File: src/rtl/key_pkg.sv
// key_pkg: shared FSM state type and tick-period helper for key_conditioner
package key_pkg;
  typedef enum logic [2:0] {RELEASED, PRESS_DB, PRESSED, LONG_HELD, RELEASE_DB} key_state_e;
  function automatic int tick_period(input int clk_hz);
    return (clk_hz / 1000 > 1) ? clk_hz / 1000 : 1;
  endfunction
endpackage

File: src/rtl/ms_tick.sv
// ms_tick: one-cycle tick every PERIOD clocks
module ms_tick #(
  parameter int PERIOD = 50000
) (
  input  logic clk,
  input  logic rst,
  output logic tick
);
  localparam int W = $clog2(PERIOD + 1);
  logic [W-1:0] cnt_q, cnt_d;
  always_comb begin
    tick = cnt_q == W'(PERIOD - 1);
    cnt_d = tick ? '0 : cnt_q + 1'b1;
  end
  always_ff @(posedge clk) cnt_q <= rst ? '0 : cnt_d;
endmodule

File: src/rtl/key_conditioner.sv
// key_conditioner: per-key sync, debounce, press/release/long/repeat events and sticky pending flags
module key_conditioner
  import key_pkg::*;
#(
  parameter int NUM_KEYS    = 2,
  parameter int CLK_HZ      = 50000000,
  parameter int DEBOUNCE_MS = 20,
  parameter int LONG_MS     = 1000,
  parameter int REPEAT_MS   = 200,
  parameter int ACTIVE_LOW  = 1
) (
  input  logic                sys_clk,
  input  logic                sys_rst,
  input  logic [NUM_KEYS-1:0] key_pin,
  input  logic [NUM_KEYS-1:0] evt_clr,
  output logic [NUM_KEYS-1:0] key_level,
  output logic [NUM_KEYS-1:0] key_press,
  output logic [NUM_KEYS-1:0] key_release,
  output logic [NUM_KEYS-1:0] key_long,
  output logic [NUM_KEYS-1:0] key_repeat,
  output logic [NUM_KEYS-1:0] evt_pending
);
  localparam logic [NUM_KEYS-1:0] IDLE = (ACTIVE_LOW != 0) ? '1 : '0;
  localparam int DW = $clog2(DEBOUNCE_MS + 1);
  localparam int HW = $clog2(LONG_MS + 1);
  localparam int RW = $clog2(REPEAT_MS + 1);
  logic [NUM_KEYS-1:0] s1_q, s2_q, raw_n;
  logic tick;
  always_ff @(posedge sys_clk) {s2_q, s1_q} <= sys_rst ? {IDLE, IDLE} : {s1_q, key_pin};
  assign raw_n = (ACTIVE_LOW != 0) ? ~s2_q : s2_q;
  ms_tick #(.PERIOD(tick_period(CLK_HZ))) u_tick (.clk(sys_clk), .rst(sys_rst), .tick(tick));
  for (genvar k = 0; k < NUM_KEYS; k++) begin : g_key
    key_state_e st_q, st_d;
    logic [DW-1:0] db_q, db_d;
    logic [HW-1:0] hold_q, hold_d;
    logic [RW-1:0] rep_q, rep_d;
    logic long_q, long_d, press_q, press_d, rel_q, rel_d, lng_q, lng_d, rpt_q, rpt_d, pend_q, pend_d;
    always_comb begin
      st_d = st_q;
      db_d = db_q;
      hold_d = hold_q;
      rep_d = rep_q;
      long_d = long_q;
      press_d = 1'b0;
      rel_d = 1'b0;
      lng_d = 1'b0;
      rpt_d = 1'b0;
      pend_d = press_q | rel_q | lng_q | rpt_q | (pend_q & ~evt_clr[k]);
      // a raw-level change always wins over a tick in the same cycle
      case (st_q)
        RELEASED: if (raw_n[k]) begin
          st_d = PRESS_DB;
          db_d = '0;
        end
        PRESS_DB: if (!raw_n[k]) st_d = RELEASED;
        else if (tick) begin
          if (db_q == DW'(DEBOUNCE_MS - 1)) begin
            st_d = PRESSED;
            press_d = 1'b1;
            hold_d = '0;
            long_d = 1'b0;
          end else db_d = db_q + 1'b1;
        end
        PRESSED: if (!raw_n[k]) begin
          st_d = RELEASE_DB;
          db_d = '0;
        end else if (tick) begin
          if (hold_q == HW'(LONG_MS - 1)) begin
            st_d = LONG_HELD;
            lng_d = 1'b1;
            rep_d = '0;
            long_d = 1'b1;
          end else hold_d = hold_q + 1'b1;
        end
        LONG_HELD: if (!raw_n[k]) begin
          st_d = RELEASE_DB;
          db_d = '0;
        end else if (tick) begin
          rpt_d = rep_q == RW'(REPEAT_MS - 1);
          rep_d = rpt_d ? '0 : rep_q + 1'b1;
        end
        RELEASE_DB: if (raw_n[k]) st_d = long_q ? LONG_HELD : PRESSED;
        else if (tick) begin
          if (db_q == DW'(DEBOUNCE_MS - 1)) begin
            st_d = RELEASED;
            rel_d = 1'b1;
            long_d = 1'b0;
          end else db_d = db_q + 1'b1;
        end
        default: st_d = RELEASED;
      endcase
    end
    always_ff @(posedge sys_clk) begin
      if (sys_rst) begin
        st_q <= RELEASED;
        db_q <= '0;
        hold_q <= '0;
        rep_q <= '0;
        {long_q, press_q, rel_q, lng_q, rpt_q, pend_q} <= '0;
      end else begin
        st_q <= st_d;
        db_q <= db_d;
        hold_q <= hold_d;
        rep_q <= rep_d;
        {long_q, press_q, rel_q, lng_q, rpt_q, pend_q} <= {long_d, press_d, rel_d, lng_d, rpt_d, pend_d};
      end
    end
    assign key_level[k] = st_q inside {PRESSED, LONG_HELD, RELEASE_DB};
    assign key_press[k] = press_q;
    assign key_release[k] = rel_q;
    assign key_long[k] = lng_q;
    assign key_repeat[k] = rpt_q;
    assign evt_pending[k] = pend_q;
  end
endmodule

File: config.mk
export PLATFORM = sky130hd
export DESIGN_NAME = key_conditioner
export DESIGN_NICKNAME = d
export VERILOG_FILES = /design/src/rtl/key_pkg.sv /design/src/rtl/ms_tick.sv /design/src/rtl/key_conditioner.sv
export SDC_FILE = /design/constraint.sdc
export NUM_CORES = 1
export LEC_CHECK = 0
export ABC_AREA = 1
export BUFFER_PORTS_ARGS = -buffer_cell sky130_fd_sc_hd__buf_2
export CORE_ASPECT_RATIO = 0.7
export CORE_UTILIZATION = 60
export DETAILED_ROUTE_END_ITERATION = 8
export PLACE_DENSITY = 0.82
export SYNTH_ARGS = -nofsm -noshare
export SYNTH_HDL_FRONTEND = slang
export SYNTH_HIERARCHICAL = 1
export SYNTH_SLANG_ARGS = --single-unit
File: constraint.sdc
create_clock -name sys_clk -period 5 [get_ports sys_clk]
set_input_delay 0 -clock sys_clk [delete_from_list [all_inputs] [get_ports sys_clk]]
set_output_delay 0 -clock sys_clk [all_outputs]
set_load 0.02 [all_outputs]
==> key figures <==
Drt
  – Vias per std cell: 5.446
  – Iter 0 DRT Violations: 312
  – Detailed Route WL: 10.39 mm
  – Drt wl/cell: 12.22 µm
  – Drt drc: 0
  – Drt pass-1 iters: 5
  – Vias: 4629
  – Post-route ant nets: 0

Yosys
  – Syn_area_per_cell: 6.446 µm²
  – Post-synth EDFFs: 0
  – Main synth FF type: dfxtp_1
  – Warnings, synthesis: 6
  – Yosys top cell by area: dfxtp_1
  – Post-synth ARST share: 0%
  – Area contributors post-synth: dfxtp_1 35%, nand2_1 14%, nor2_1 8.3%
  – Syn nets: 757
  – FF+latch count, synth: 84
  – Top cells by count, synth: 181 x nand2_1, 106 x nor2_1, 84 x dfxtp_1, 76 x inv_1, 66 x a21oi_1
  – Synth top area share: 35.06%
  – Mapped cell area: 0.004796 mm²
  – Count of cell types in the netlist: 37
  – Sequential share of the synthesized area: 35.06%
  – Cell with the most instances after synthesis: nand2_1
  – Synth Instances: 744

CTS
  – Post-CTS resize count: 0
  – Cts hold-fix bufs: 4
  – CTS tree: built
  – Clk slew on worst S/H paths: 0.06 ns
  – Clock insertion delay at the later pin of the skew report: 0.34 ns
  – Setup bufs post-CTS: 0
  – H-tree depth: 3
  – Root Buffer: clkbuf_16
  – Num CTS Buffers: 9
  – Clock Tree Buf Depth: 2
  – Clock sinks: 84

Power
  – Internal Power: 1.265 mW
  – Leak Pwr: 2.047 nW
  – Cell Pwr Density: 403.3 mW/mm²
  – VDD IR max: 0.3519 mV
  – Switching power: 807.5 µW
  – Power Total: 2.072 mW
  – Sequential fraction of design power: 37.8%
  – Sw frac: 38.97%
  – Comb pwr share: 33.1%
  – Clock Power Share: 29.1%

STA
  – Hold WS: 0.2414 ns
  – Fin. max-slew vios: 0
  – Period utilization: 57.04%
  – Final setup margin: 2.148 ns
  – Clock Skews: 0.005666 ns
  – Slew at the pin with the worst max-slew slack: 0.9183 ns
  – Final Hold Vio Count: 0
  – Final TNS setup: 0 ns
  – Slew margin rel.: 38.72%
  – Endpoints failing setup: 0
  – RSZ-0062 raised after global routing: false
  – Min cycle time layout: 2.852 ns
  – Max Freq: 350.6 MHz

Placed design
  – Area of placed instances: 0.004827 mm²
  – Dpl hpwl: 7.310 mm
  – Placement Setup Slack: 2.194 ns
  – Routability cong.: 0.8665
  – Port buffer count: 17
  – Dpl cells: 830

Floorplan
  – Die height: 76.80 µm
  – # IOs: 18
  – Die area: 0.008360 mm²
  – Starting Density: 63.82%
  – Site row count: 26
  – Core area: 0.007515 mm²
  – Die Wd: 108.9 µm

GRT
  – First-pass GRT wire length: 17.57 mm
  – Largest net degree at the start of global routing: 41
  – Gr ovfl total: 0
  – Total track usage: 26.09%
  – Initial antenna violation count: 0
  – Vias in the first global route: 4028

Hold path
  – Worst hold path depth: 2
  – Hold Crit Start: sys_rst
  – Worst Hold Class: input pin to flop

Setup path
  – Critical path arrival: 3.12 ns
  – Crit Path Category: flop to flop
  – Reg2Reg Depth: 14
  – Crit Reg-Reg Startpoint: u_tick/cnt_q[0]
  – Worst setup SP type: flop
  – CP Max Fanout: 13
  – CP Capture Type: flop
  – WP data required: 5.27 ns
  – CP Launch Point: u_tick/cnt_q[0]

Final layout
  – NumNets Final: 760
  – # diodes: 0
  – Final Cell Area: 0.005139 mm²
  – Layout cells sized above 1: 9.574%
  – Area growth from synthesis to layout: 7.148%
  – Final Non-Filler Cells: 850
  – # fillers: 652
  – Final core occ: 68.38%

Run status
  – Status: complete, no violations

Job
  – Max-cap violation count: 0
cell families (layout without fill, tap and decap cells):
kind of cell	Yosys count	in the layout	share of synthesized area (%)
flip-flops	84	84	35.06
buffers and inverters	111	119	10.12
AO/OA/AOI/OAI	98	98	10.75
AND/OR/NAND/NOR	430	430	39.68
adder cells (fa/ha/maj)	7	7	1.826
XOR/XNOR	14	14	2.557
cell type report:
class	instances	area, µm²	share of cell area [%]
Tap cell	98	122.6	2.386
Inverter	82	309.0	6.014
Clock inverter	4	25.02	0.4870
Sequential cell	84	1682	32.72
Clock buffer	12	246.5	4.797
Timing Repair Buffer	21	125.1	2.435
Multi-Input combinational cell	549	2629	51.16
sequential cells by signal (all words and copies together) (netlist names), 6 cells and up:
signal	flops
g_key.rep_q	16
g_key.st_q	6
u_tick/cnt_q	16
g_key.db_q	10
g_key.hold_q	20
cells in the final DEF, fill, tap and decap left out, drive strengths merged:
cell type	Yosys	final
a211oi	1	1
a21oi	67	67
a31oi	2	2
and2	1	1
buf	17	17
clkbuf	12	12
clkinv	1	3
clkinvlp	0	2
dfxtp	84	84
dlygate4sd3	0	4
ha	7	7
inv	81	81
nand2	189	189
nand3	67	67
nand3b	3	3
nand4	20	20
nor2	119	119
nor3	14	14
nor3b	3	3
nor4	3	3
o211ai	1	1
o21ai	23	23
o21bai	4	4
or2	11	11
xnor2	3	3
xor2	11	11
power groups by stage:
stage	logic [mW]	registers, mW	clock network, mW
2_1_floorplan	0.572	0.770	0
3_3_place_gp	0.656	0.793	0
3_5_place_dp	0.669	0.795	0
4_1_cts	0.675	0.781	0.617
5_1_grt	0.779	0.791	0.648
6_report	0.686	0.783	0.604
path summary, 6_finish.rpt:
kind / end / slack (ns)
setup / recovery: g_key[0].hold_q[5] / 2.15
hold / removal: g_key[0].lng_q / 0.24
setup reg to reg: g_key[0].hold_q[5] / 2.15
hold reg to reg: s2_q[0] / 0.41
critical path, cell delays in order (launching register included):
cell and delay (ns):
dfxtp_1 0.38, ha_1 0.22, nand3_2 0.13, or2_2 0.32, nor2_1 0.45, inv_2 0.15, nor2_1 0.16, inv_1 0.07
nand2_1 0.06, nand2_1 0.11, nor2_4 0.20, nand2_2 0.19, inv_1 0.14, nand2_1 0.07, a21oi_1 0.11
layer usage:
| layer | share of wire (%) | GRT usage [%] | wire (µm) |
|---|---|---|---|
| met1 | 47 | 34.74 | 4879 |
| met3 | 6.8 | 6.378 | 708 |
| met5 | 0 | 0 | 0 |
| met4 | 0.95 | 9.595 | 99 |
| met2 | 45 | 40.57 | 4699 |
Note: power is estimated with default switching activity, not from simulation.
